--- src/rtl/ddr3_read_phase_trainer.sv ---
// DDR3 read-clock phase trainer: sweeps eight clock phases, runs read-compare
// tests at each one, then steps the clock back to the centre of the widest passing window.
module ddr3_read_phase_trainer #(
    parameter int STEP_HOLD       = 4,
    parameter int SETTLE_CYCLES   = 64,
    parameter int TESTS_PER_PHASE = 4,
    parameter int TIMEOUT         = 1024
) (
    input  logic       clk,
    input  logic       rst,
    input  logic       start,
    input  logic       pll_locked,
    input  logic       test_done,
    input  logic       test_pass,
    output logic       test_req,
    output logic       phase_step,
    output logic       phase_updn,
    output logic [2:0] cur_phase,
    output logic [7:0] pass_map,
    output logic [2:0] best_phase,
    output logic       busy,
    output logic       done,
    output logic       fail,
    output logic [1:0] err
);

    localparam int CW = $clog2(TIMEOUT + SETTLE_CYCLES + STEP_HOLD + 1);
    localparam int PW = $clog2(TESTS_PER_PHASE + 1);

    typedef enum logic [3:0] {
        IDLE, WAIT_LOCK, TEST_REQ, TEST_WAIT, STEP_SETUP, STEP_HI,
        STEP_LO, SETTLE, EVAL, MOVE, DONE, FAIL
    } state_t;

    state_t      state_q, state_d;
    logic [CW-1:0] cnt_q, cnt_d;
    logic [PW-1:0] pcnt_q, pcnt_d;
    logic [3:0]  nphase_q, nphase_d;
    logic        move_q, move_d;
    logic        start_q;
    logic        test_req_q, test_req_d;
    logic        phase_step_q, phase_step_d;
    logic        phase_updn_q, phase_updn_d;
    logic [2:0]  cur_phase_q, cur_phase_d;
    logic [7:0]  pass_map_q, pass_map_d;
    logic [2:0]  best_phase_q, best_phase_d;
    logic        busy_q, busy_d;
    logic        done_q, done_d;
    logic        fail_q, fail_d;
    logic [1:0]  err_q, err_d;
    logic        lock_lost;

    // Centre of the longest circular run of ones; ties keep the lowest start.
    function automatic logic [2:0] pick_best(input logic [7:0] m);
        logic [3:0] best_len;
        logic [3:0] len;
        logic [2:0] best_start;
        logic [2:0] idx;
        logic       run;
        best_len   = 4'd0;
        best_start = 3'd0;
        for (int s = 0; s < 8; s++) begin
            len = 4'd0;
            run = 1'b1;
            for (int k = 0; k < 8; k++) begin
                idx = 3'(s + k);
                if (run && m[idx]) len = len + 4'd1;
                else run = 1'b0;
            end
            if (len > best_len) begin
                best_len   = len;
                best_start = 3'(s);
            end
        end
        return best_start + 3'((best_len - 4'd1) >> 1);
    endfunction

    assign lock_lost = !pll_locked && (state_q inside {TEST_REQ, TEST_WAIT,
        STEP_SETUP, STEP_HI, STEP_LO, SETTLE, EVAL, MOVE});

    // Next-state and next-output computation for the whole trainer.
    always_comb begin
        state_d      = state_q;
        cnt_d        = cnt_q;
        pcnt_d       = pcnt_q;
        nphase_d     = nphase_q;
        move_d       = move_q;
        phase_updn_d = phase_updn_q;
        cur_phase_d  = cur_phase_q;
        pass_map_d   = pass_map_q;
        best_phase_d = best_phase_q;
        done_d       = done_q;
        fail_d       = fail_q;
        err_d        = err_q;
        if (lock_lost) begin
            state_d = FAIL;
            fail_d  = 1'b1;
            err_d   = 2'd2;
        end else begin
            unique case (state_q)
                IDLE: begin
                    if (start && !start_q) begin
                        state_d    = WAIT_LOCK;
                        pass_map_d = 8'h00;
                        done_d     = 1'b0;
                        fail_d     = 1'b0;
                        err_d      = 2'd0;
                        nphase_d   = 4'd0;
                        move_d     = 1'b0;
                    end
                end
                WAIT_LOCK: begin
                    if (pll_locked) begin
                        state_d = TEST_REQ;
                        pcnt_d  = '0;
                    end
                end
                TEST_REQ: begin
                    state_d = TEST_WAIT;
                    cnt_d   = CW'(1);
                end
                TEST_WAIT: begin
                    if (test_done) begin
                        if (!test_pass || pcnt_q == PW'(TESTS_PER_PHASE - 1)) begin
                            pass_map_d[cur_phase_q] = test_pass;
                            state_d      = STEP_SETUP;
                            phase_updn_d = 1'b1;
                            nphase_d     = nphase_q + 4'd1;
                        end else begin
                            pcnt_d  = pcnt_q + PW'(1);
                            state_d = TEST_REQ;
                        end
                    end else if (cnt_q == CW'(TIMEOUT - 1)) begin
                        state_d = FAIL;
                        fail_d  = 1'b1;
                        err_d   = 2'd3;
                    end else begin
                        cnt_d = cnt_q + CW'(1);
                    end
                end
                STEP_SETUP: begin
                    state_d     = STEP_HI;
                    cnt_d       = '0;
                    cur_phase_d = phase_updn_q ? cur_phase_q + 3'd1
                                               : cur_phase_q - 3'd1;
                end
                STEP_HI: begin
                    if (cnt_q == CW'(STEP_HOLD - 1)) begin
                        state_d = STEP_LO;
                        cnt_d   = '0;
                    end else begin
                        cnt_d = cnt_q + CW'(1);
                    end
                end
                STEP_LO: begin
                    if (cnt_q == CW'(STEP_HOLD - 1)) begin
                        state_d = SETTLE;
                        cnt_d   = '0;
                    end else begin
                        cnt_d = cnt_q + CW'(1);
                    end
                end
                SETTLE: begin
                    if (cnt_q == CW'(SETTLE_CYCLES - 1)) begin
                        cnt_d = '0;
                        if (move_q) begin
                            state_d = MOVE;
                        end else if (nphase_q == 4'd8) begin
                            state_d = EVAL;
                        end else begin
                            state_d = TEST_REQ;
                            pcnt_d  = '0;
                        end
                    end else begin
                        cnt_d = cnt_q + CW'(1);
                    end
                end
                EVAL: begin
                    if (pass_map_q == 8'h00) begin
                        state_d = FAIL;
                        fail_d  = 1'b1;
                        err_d   = 2'd1;
                    end else begin
                        best_phase_d = pick_best(pass_map_q);
                        move_d       = 1'b1;
                        state_d      = MOVE;
                    end
                end
                MOVE: begin
                    if (cur_phase_q == best_phase_q) begin
                        state_d = DONE;
                        done_d  = 1'b1;
                    end else begin
                        state_d      = STEP_SETUP;
                        phase_updn_d = (best_phase_q <= 3'd4);
                    end
                end
                DONE:    state_d = IDLE;
                FAIL:    state_d = IDLE;
                default: state_d = IDLE;
            endcase
        end
        test_req_d   = (state_d == TEST_REQ);
        phase_step_d = (state_d == STEP_HI);
        busy_d       = !(state_d inside {IDLE, DONE, FAIL});
    end

    // State and registered outputs; reset clears everything to zero.
    always_ff @(posedge clk) begin
        if (rst) begin
            state_q      <= IDLE;
            cnt_q        <= '0;
            pcnt_q       <= '0;
            nphase_q     <= 4'd0;
            move_q       <= 1'b0;
            start_q      <= 1'b0;
            test_req_q   <= 1'b0;
            phase_step_q <= 1'b0;
            phase_updn_q <= 1'b0;
            cur_phase_q  <= 3'd0;
            pass_map_q   <= 8'h00;
            best_phase_q <= 3'd0;
            busy_q       <= 1'b0;
            done_q       <= 1'b0;
            fail_q       <= 1'b0;
            err_q        <= 2'd0;
        end else begin
            state_q      <= state_d;
            cnt_q        <= cnt_d;
            pcnt_q       <= pcnt_d;
            nphase_q     <= nphase_d;
            move_q       <= move_d;
            start_q      <= start;
            test_req_q   <= test_req_d;
            phase_step_q <= phase_step_d;
            phase_updn_q <= phase_updn_d;
            cur_phase_q  <= cur_phase_d;
            pass_map_q   <= pass_map_d;
            best_phase_q <= best_phase_d;
            busy_q       <= busy_d;
            done_q       <= done_d;
            fail_q       <= fail_d;
            err_q        <= err_d;
        end
    end

    assign test_req   = test_req_q;
    assign phase_step = phase_step_q;
    assign phase_updn = phase_updn_q;
    assign cur_phase  = cur_phase_q;
    assign pass_map   = pass_map_q;
    assign best_phase = best_phase_q;
    assign busy       = busy_q;
    assign done       = done_q;
    assign fail       = fail_q;
    assign err        = err_q;

endmodule

--- config.mk ---
export PLATFORM = sky130hd
export DESIGN_NAME = ddr3_read_phase_trainer
export DESIGN_NICKNAME = d
export VERILOG_FILES = /design/src/rtl/ddr3_read_phase_trainer.sv
export SDC_FILE = /design/constraint.sdc
export NUM_CORES = 1
export LEC_CHECK = 0
export BUFFER_PORTS_ARGS = -buffer_cell sky130_fd_sc_hd__buf_2
export CAP_MARGIN = 20
export CORE_ASPECT_RATIO = 1.4
export CORE_UTILIZATION = 64
export CTS_BUF_LIST = sky130_fd_sc_hd__clkbuf_16
export CTS_CLUSTER_DIAMETER = 100
export DETAILED_ROUTE_END_ITERATION = 8
export PLACE_DENSITY = 0.82
export REMOVE_ABC_BUFFERS = 1
export SYNTH_ARGS = -nofsm -noshare
export SYNTH_HDL_FRONTEND = slang
export SYNTH_SLANG_ARGS = --single-unit
--- constraint.sdc ---
create_clock -name clk -period 20.9 [get_ports clk]
set_input_delay 1.045 -clock clk [delete_from_list [all_inputs] [get_ports clk]]
set_output_delay 1.045 -clock clk [all_outputs]
set_load 0.05 [all_outputs]
* Word level (Yosys, flattened, before mapping)
Index checks and enable logic that the tools add are counted.
** Word-level totals
- Register bits after elaboration :: 46
** Operators by class
- Reduce and logical (&&, ||, !) cells :: 89
- Magnitude comparators :: 11
- Bitwise operators :: 2
- Eq/ne operators :: 38
- Muxes and demuxes :: 580
- Add/subtract/negate cells :: 63
** Operators by type and width (count)
- $mux W4 :: 294
- $mux W1 :: 244
- $add A4 B1 Y4 const B :: 57
- $logic_and A1 B1 Y1 :: 59
- $pmux W11 S5 :: 1
- $mux W3 :: 17
- $mux W11 :: 4
- $pmux W4 S10 :: 1
- $gt A4 B4 Y1 :: 7
- $mux W8 :: 3
- $eq A4 B3 Y1 const B :: 5
- $eq A4 B4 Y1 const B :: 5
- $ne A2 B2 Y1 const B :: 10
- $reduce_and A5 Y1 :: 4
- $pmux W8 S2 :: 1
- $eq A4 B2 Y1 const B :: 3
- $mux W2 :: 6
- $reduce_and A4 Y1 :: 3
- $add A11 B1 Y11 const B :: 1
- $eq A11 B10 Y1 const B :: 1
- $eq A11 B2 Y1 const B :: 1
- $eq A11 B6 Y1 const B :: 1
- $ne A2 B1 Y1 const B :: 5
- $pmux W3 S3 :: 1
- other kinds (33) :: 49

* Depth between registers and ports, before layout
Gate-level depths: netlist of run 1.
- Depth after elaboration :: 81
- Mapped depth :: 83

* Worst setup path before layout of run 1
No wires, ideal clock.
- Kind :: register to register
- Start point :: register pass_map_q[3], in the netlist pass_map[3]
- End point :: register best_phase_q[2], in the netlist best_phase[2]
- Cell stages (with the launch flop) :: 78
- Period minus slack after synthesis :: 16.306 ns
- Required time :: 20.785 ns
- Buffers on the path :: 4
- Slack :: 4.594 ns
- Arrival :: 16.192 ns
- Setup time :: 0.115 ns
- Cell sequence :: dfxtp_1 buf_2 clkinv_1 a21oi_1 ha_1 nor2_1 nor2_1 ha_1 o21ai_0 a21oi_1 ha_1 mux2_2 o22ai_1 nor2_1 ha_1 nor3_1 a211o_1 inv_1 [42 not listed] mux2i_1 ha_1 o21ai_0 nand2b_1 a21oi_1 a41oi_1 clkbuf_1 mux2i_1 ha_1 inv_1 ha_1 inv_1 fa_1 nor3b_1 o21ai_0 nor4b_2 xor2_1 o21a_1
** On the way
- Word-level cells in the longest chain between the ends :: 67
- Elaborated cells on any way between the ends :: 374
** RTL lines
- start: declaration :: line 45 : logic [7:0] pass_map_q, pass_map_d;
- start signal: assignment :: line 238 : pass_map_q <= pass_map_d;
- $logic_and A1 B1 Y1 :: line 67 : if (run && m[idx]) len = len + 4'd1;
- $mux W4 or $mux W1 (tied branches) :: line 67
- $mux W4 or $mux W1 (tied branches) :: line 179 : if (pass_map_q == 8'h00) begin
- $mux W4 or $mux W1 (tied branches) :: line 100 : unique case (state_q)
- $mux W4 or $mux W1 (tied branches) :: line 95 : if (lock_lost) begin
- $add A4 B1 Y4 or $logic_and A1 B1 Y1 (tied branches) :: line 67
- $mux W4 or $mux W1 (tied branches) :: line 67
- $mux W4 or $mux W1 (tied branches) :: line 179
- [51 not listed]
- $mux W4 :: line 95
- $gt A4 B4 Y1 :: line 70 : if (len > best_len) begin
- $mux W4 :: line 70
- $mux W4 :: line 179
- $mux W4 :: line 100
- $mux W4 :: line 95
- $sub A4 B1 Y4 :: line 75 : return best_start + 3'((best_len - 4'd1) >> 1);
- $add A3 B3 Y3 :: line 75
- end signal: assignment :: line 239 : best_phase_q <= best_phase_d;
- end: declaration :: line 46 : logic [2:0] best_phase_q, best_phase_d;
Parallel ways exist; a longest one is shown, timed or not. The select of a mux whose other input is x is not followed.
A chain may end at the register's enable or synchronous reset.

* Final worst setup path of run 1
Ends and elaborated chain as after synthesis.

==> summary.txt, run 1 <==
Hold path
  • Hold endpoint: fail$_SDFFE_PP0P_
  • Hold Path Depth: 2
  • Hold WC Path Type: reg2reg
  • Min-Delay Startpoint: fail$_SDFFE_PP0P_

STA
  • Final hold slack: 0.4788 ns
  • RSZ-0062 raised after global routing: no
  • Minimum clock period: approximately 19 ns
  • Part of the cycle the worst path needs: 0.8890
  • Slew Viols, Final: 0
  • Slew HR: 0.2725
  • Slew @ Worst Pin: between 1 and 1.5 ns
  • Hold Violations, Final: 0
  • Clk_skew: between 0.006 and 0.007 ns
  • Final Setup Violations: 0
  • Total Neg Setup Slack: 0 ns
  • Fmax achieved: around 0.054 GHz

Placed design
  • DP HPWL: 13.98 mm
  • Final Wtd Congestion: slightly below 1
  • I/O Buffers: 27

Die
  • Core ar.: 0.01006 mm^2
  • Die area: about 0.011 mm^2
  • Core Rows: 43
  • Starting Density: 0.6691
  • Io pins: 28
  • Die height: 123.3 um
  • Die width: 88.68 um

Critical path
  • Reg2reg end: best_phase[2]$_SDFFE_PP0P_
  • Launch point of the worst reg-to-reg path: pass_map[3]$_SDFFE_PP0P_
  • Element type at the critical path end: register
  • Most used cell, CP: ha_1
  • Critical Path Slowest Stage Cell: a41oi_1
  • CP Max Fanout: 13
  • R2r setup slk: between 2 and 2.5 ns
  • R2R cell count: 75
  • Critical Path Start Type: register
  • CP required: 21.08 ns
  • Crit Path Class: reg2reg
  • Largest delay contributor family on the critical path: compound AO/OA/AOI/OAI gates
  • CP bufs+invs: 5
  • Max stage delay on crit path: 0.79 ns
  • Crit path DAT: 18.77 ns
  • Worst setup path start: pass_map[3]$_SDFFE_PP0P_

Cells and area
  • Final nets: roughly 1000
  • Layout cells sized above 1: 0.09283
  • ANT cells: 0
  • Area Overhead vs Synth: 4.312%

Clock network
  • Clk pin slew, worst setup/hold paths: around 0.070 ns
  • H-tree Lvls: 2
  • CTS root buffer: clkbuf_16
  • CTS tree: done
  • Post-CTS sizing: 0
  • CTS hold repair buffers: 0
  • CTS Buf Count: 5
  • Clk_lat worst skew: just under 0.3 ns
  • Setup bufs post-CTS: 0
  • CTS max path bufs: 2
  • Clock sink count: 46

Logic synthesis
  • Yosys warns: 0
  • EDFF count, synth: 0
  • Post-synthesis async set-or-reset flop share: 0
  • Synthesized cell area: 0.006731 mm^2
  • Flops & latches, synth: 46
  • Mean Syn Cell Area: 7.086 um^2
  • Cells after Synth: 950
  • Cell variety after synth: 91
  • Sequential area share after synthesis: 0.1368
  • Synth Flop Type: dfxtp_1

Power and ir drop
  • Pwr Total: 331.6 uW
  • Cell leakage power: a little over 0.003 uW
  • Power density over the cells: roughly 47 mW/mm^2
  • Max IR drop VDD: approximately 0.076 mV

Detailed routing
  • Vias per Instance: between 6 and 7
  • Number of remaining DRC errors: 0
  • First-pass DRT Iterations: 5
  • Post-route ant nets: 0
  • Routed vias: 7047
  • Drt wl/cell: roughly 17 um
  • Total length of routed wires: between 15 and 20 mm
  • Iteration-0 DRC Markers: 560

Global routing
  • Global-route wire length before repair: approximately 30 mm
  • Vias in the first global route: 6695
  • Largest net degree at the start of global routing: 32
  • Initial antenna violation count: 0
  • Grt ovf: 0
  • GRT Total Usage: 0.3470

Outcome
  • Status: complete, no violations

Job
  • Max Cap Viol: 0
==> cells in the mapped netlist (8+ instances only) <==
master,number,area share
nor2_1,126,0.070
nand2_1,105,0.059
ha_1,68,0.13
a21oi_1,53,0.039
inv_1,49,0.027
nand3_1,47,0.035
dfxtp_1,46,0.14
o21ai_0,41,0.030
xnor2_1,34,0.044
nor3_1,30,0.022
clkbuf_1,28,0.016
xor2_1,26,0.034
mux2i_1,20,0.030
mux2_2,16,0.027
a31oi_1,14,0.013
and2_1,13,0.012
nand4_1,13,0.012
nand2b_1,12,0.011
o21a_1,10,0.011
and3_1,9,0.0084
nor4_1,9,0.0084
buf_2,8,0.0059
o211ai_1,8,0.0089
o22ai_1,8,0.0074
or2_2,8,0.0074
==> worst max path at each step <==
stage | slack [ns] | to | cells past startpoint
6_report | 2.32 | best_phase[2]$_SDFFE_PP0P_ | 75
5_1_grt | 1.05 | best_phase[2]$_SDFFE_PP0P_ | 73
2_1_floorplan | 4.48 | best_phase[2]$_SDFFE_PP0P_ | 75
3_3_place_gp | 3.69 | best_phase[2]$_SDFFE_PP0P_ | 75
3_5_place_dp | 3.10 | best_phase[2]$_SDFFE_PP0P_ | 76
4_1_cts | 3.05 | best_phase[2]$_SDFFE_PP0P_ | 75
==> placed cells by master (no fill, tap or decap), types with 10 or more instances in the layout <==
| cell type | netlist | final |
|---|---|---|
| ha_1 | 68 | 68 |
| nand2b_1 | 12 | 12 |
| mux2i_1 | 20 | 20 |
| and2_1 | 13 | 13 |
| nor3_1 | 30 | 30 |
| nand3_1 | 47 | 47 |
| inv_1 | 49 | 49 |
| nor2_1 | 126 | 126 |
| xor2_1 | 26 | 26 |
| nand2_1 | 105 | 105 |
| o21ai_0 | 41 | 41 |
| mux2_2 | 16 | 16 |
| o21a_1 | 10 | 10 |
| buf_2 | 8 | 27 |
| dfxtp_1 | 46 | 46 |
| nand4_1 | 13 | 13 |
| a31oi_1 | 14 | 14 |
| a21oi_1 | 53 | 53 |
| xnor2_1 | 34 | 34 |
==> kinds of logic (layout without fill, tap and decap cells) <==
family,Yosys count,after routing,share of synthesized area
simple gates,424,424,0.3084
compound gates,215,215,0.2208
buf+inv,95,93,0.05836
fa+ha+maj,72,72,0.1353
xor+xnor,61,61,0.08048
flops,46,46,0.1368
mux,37,37,0.05985
==> worst min-delay path, delay by kind of cell, from the launching register on <==
kind | cells | cell delay (ns)
flip-flops | 1 | 0.32
AND/OR/NAND/NOR | 2 | 0.12
==> per-layer routing <==
metal	global-route usage	vias up	wire, um
li1	-	3430	-
met1	0.3629	3238	6948
met2	0.6337	293	9344
met3	0.05741	86	1050
met4	0.2137	0	902
met5	0	-	0
==> layout make-up <==
class / count / area, um^2
Timing Repair Buffer: 31 / 165.2
Fill cell: 894 / 3039
Clock inverter: 3 / 21.27
Multi-Input combinational cell: 809 / 5418
Tap cell: 135 / 168.9
Sequential cell: 46 / 920.9
Clock buffer: 5 / 125.1
Inverter: 54 / 202.7
==> registers in the layout, indices dropped and copies added (netlist names) <==
name	count
cnt_q	11
pass_map	8
nphase_q	4
state_q	4
best_phase	3
cur_phase	3
pcnt_q	3
err	2
busy	1
done	1
fail	1
move_q	1
phase_step	1
phase_updn	1
start_q	1
test_req	1
==> per-stage QoR <==
step                      setup slack (ns)  std cells  instance area, um^2  utilization
after CTS                            3.052       1083                 7022       0.6979
after global placement               3.686       1075                 6875       0.6834
after global routing                 1.054       1083                 7022       0.6979
after floorplan                      4.484        909                 6541            -
after detailed placement             3.103       1075                 6875       0.6834
final                                2.319       1083                 7022       0.6979
==> report_power, final <==
part | switching, uW | leakage, uW | internal, uW | total, uW
combinational | 92.1 | 0.00268 | 48.6 | 141
sequential | 15.2 | 0.000373 | 97.8 | 113
clock | 33.7 | 0.0000698 | 44.2 | 77.9
Power figures use the tool's default switching activity.
==> run 2, diff against run 1 <==
--- a/config.mk
+++ b/config.mk
@@ -12,8 +12,9 @@
 export CTS_BUF_LIST = sky130_fd_sc_hd__clkbuf_16
 export CTS_CLUSTER_DIAMETER = 100
 export DETAILED_ROUTE_END_ITERATION = 8
-export PLACE_DENSITY = 0.82
+export PLACE_DENSITY = 0.81
 export REMOVE_ABC_BUFFERS = 1
 export SYNTH_ARGS = -nofsm -noshare
 export SYNTH_HDL_FRONTEND = slang
 export SYNTH_SLANG_ARGS = --single-unit
+export TNS_END_PERCENT = 100
==> run 2 against run 1 <==
Net effect: via count decreased by 0.68%; routed wire length decreased by 1.8%; combinational power about the same; cell count about the same; sequential power about the same; final area increased by 0.34%; critical path type unchanged; largest cell class unchanged.
==> summary.txt, run 2 (synthesized netlist as in run 1, its figures left out) <==
Cells and area
  • Commonest non-fill, non-tap cell in the layout: nor2_1 (unchanged)
  • Most frequent cells in the layout: nor2_1 (126), nand2_1 (105), ha_1 (68), a21oi_1 (53), inv_1 (51) (was nor2_1 (126), nand2_1 (105), ha_1 (68), a21oi_1 (53), inv_1 (49))
  • Max reg flops: 11 (unchanged)
  • Sequential cell area: 920.9 um^2 (unchanged)
  • Area Overhead vs Synth: 4.665% (was 4.312%)
  • Final nets: 1024 (was 1023)
  • Biggest register: cnt_q (unchanged)
  • Layout cells sized above 1: 0.09168 (was 0.09283)
  • Filler Cell Count: 899 (was 894)
  • Area of the multi-input gates: 0.005418 mm^2 (unchanged)
  • ANT cells: 0 (unchanged)

Die
  • Die width: 88.68 um (unchanged)
  • Core Rows: 43 (unchanged)
  • Starting Density: 0.6691 (unchanged)
  • Die area: 0.01094 mm^2 (unchanged)
  • Io pins: 28 (unchanged)
  • Core ar.: 0.01006 mm^2 (unchanged)
  • Die height: 123.3 um (unchanged)

Global routing
  • Global-route wire length before repair: 29.83 mm (was 30.12 mm)
  • Grt ovf: 0 (unchanged)
  • Vias in the first global route: 6606 (was 6695)
  • Initial antenna violation count: 0 (unchanged)
  • Largest net degree at the start of global routing: 32 (unchanged)
  • GRT Total Usage: 0.3441 (was 0.3470)

Critical path
  • Element type at the critical path end: register (unchanged)
  • Max stage delay on crit path: 0.80 ns (was 0.79 ns)
  • Critical Path Start Type: register (unchanged)
  • CP required: 21.08 ns (about the same)
  • R2r setup slk: 2.56 ns (was 2.32 ns)
  • Critical Path Slowest Stage Cell: a41oi_1 (unchanged)
  • CP bufs+invs: 6 (was 5)
  • CP Max Fanout: 13 (unchanged)
  • Largest delay contributor family on the critical path: compound AO/OA/AOI/OAI gates (unchanged)
  • Most used cell, CP: ha_1 (unchanged)
  • Crit Path Class: reg2reg (unchanged)
  • Crit path DAT: 18.52 ns (was 18.77 ns)

Placed design
  • DP HPWL: 13.87 mm (was 13.98 mm)
  • I/O Buffers: 27 (unchanged)
  • Final Wtd Congestion: 0.9662 (was 0.9648)

Detailed routing
  • Total length of routed wires: 17.92 mm (was 18.25 mm)
  • Post-route ant nets: 0 (unchanged)
  • First-pass DRT Iterations: 5 (unchanged)
  • Drt wl/cell: 16.53 um (was 16.85 um)
  • Iteration-0 DRC Markers: 622 (was 560)
  • Routed vias: 6999 (was 7047)
  • Number of remaining DRC errors: 0 (unchanged)
  • Vias per Instance: 6.457 (was 6.507)

STA
  • Part of the cycle the worst path needs: 0.8775 (was 0.8890)
  • Slew @ Worst Pin: 1.060 ns (was 1.081 ns)
  • Minimum clock period: 18.34 ns (was 18.58 ns)
  • RSZ-0062 raised after global routing: no (unchanged)
  • Slew Viols, Final: 0 (unchanged)
  • Fmax achieved: 0.05453 GHz (was 0.05382 GHz)
  • Slew HR: 0.2842 (was 0.2725)
  • Final hold slack: 0.4735 ns (was 0.4788 ns)
  • Hold Violations, Final: 0 (unchanged)
  • Final Setup Violations: 0 (unchanged)
  • Total Neg Setup Slack: 0 ns (unchanged)
  • Clk_skew: 0.008233 ns (was 0.006591 ns)

Clock network
  • Clk_lat worst skew: 0.30 ns (was 0.29 ns)
  • Clock sink count: 46 (unchanged)
  • Setup bufs post-CTS: 0 (unchanged)
  • CTS Buf Count: 5 (unchanged)
  • Clk pin slew, worst setup/hold paths: 0.06 ns (was 0.07 ns)
  • CTS root buffer: clkbuf_16 (unchanged)
  • Post-CTS sizing: 0 (unchanged)
  • CTS hold repair buffers: 0 (unchanged)
  • CTS max path bufs: 2 (unchanged)
  • H-tree Lvls: 2 (unchanged)
  • CTS tree: done (unchanged)

Hold path
  • Hold WC Path Type: reg2reg (unchanged)

Power and ir drop
  • Power density over the cells: 48.76 mW/mm^2 (was 47.23 mW/mm^2)
  • Max IR drop VDD: 0.1015 mV (was 0.07621 mV)
  • Cell leakage power: 0.003140 uW (was 0.003118 uW)

Job
  • Max Cap Viol: 0 (unchanged)

Outcome
  • Status: complete, no violations (unchanged)
==> run 2: changes by cell type in the layout (fill, tap and decap cells not counted) <==
| cell | delta |
|---|---|
| inv_1 | +2 |
| bufinv_16 | +1 |
| clkinv_2 | -1 |
| clkinv_4 | -1 |
| clkinvlp_4 | -1 |
| buf_4 | +1 |
==> run 2: worst paths after layout <==
kind                                          startpoint                    endpoint  cells past startpoint
worst max-delay path            pass_map[3]$_SDFFE_PP0P_  best_phase[2]$_SDFFE_PP0P_                     76
worst min-delay path                   fail$_SDFFE_PP0P_           fail$_SDFFE_PP0P_                      2
worst max register to register  pass_map[3]$_SDFFE_PP0P_  best_phase[2]$_SDFFE_PP0P_                     76
worst min register to register         fail$_SDFFE_PP0P_           fail$_SDFFE_PP0P_                      2
==> run 2: through the flow <==
| step | util | setup slack [ns] | power, uW | std cells | cell area [um^2] |
|---|---|---|---|---|---|
| finish | 0.7003 | 2.560 | 343.5 | 1084 | 7046 |
| global route | 0.7003 | 1.177 | 362.5 | 1084 | 7046 |
| CTS | 0.7003 | 2.942 | 341.9 | 1084 | 7046 |
| detailed placement | 0.6841 | 3.052 | 253.5 | 1076 | 6883 |
| global placement | 0.6841 | 3.462 | 253.3 | 1076 | 6883 |
| floorplan | - | 4.484 | 218.5 | 909 | 6541 |
==> run 2: layer usage <==
metal | track usage | wire [um]
met5 | 0 | 0
met3 | 0.03805 | 925
met4 | 0.1996 | 690
met1 | 0.3731 | 7064
met2 | 0.6322 | 9237
==> run 2: power breakdown <==
part | switching, uW | internal (uW)
combinational | 92.0 | 49.4
sequential | 15.7 | 97.8
clock | 33.1 | 55.5
==> run 2: area by class of cell <==
type,instances,area share
Timing Repair Buffer,32,0.02451
Clock buffer,5,0.01776
Multi-Input combinational cell,809,0.7690
Clock inverter,3,0.005328
Tap cell,135,0.02397
Sequential cell,46,0.1307
Inverter,54,0.02877
==> run 2: tightest hold or removal path: cells and delay by family, from the launching register on <==
family,cells,cell delay (ns)
flip-flops,1,0.32
AND/OR/NAND/NOR,2,0.12
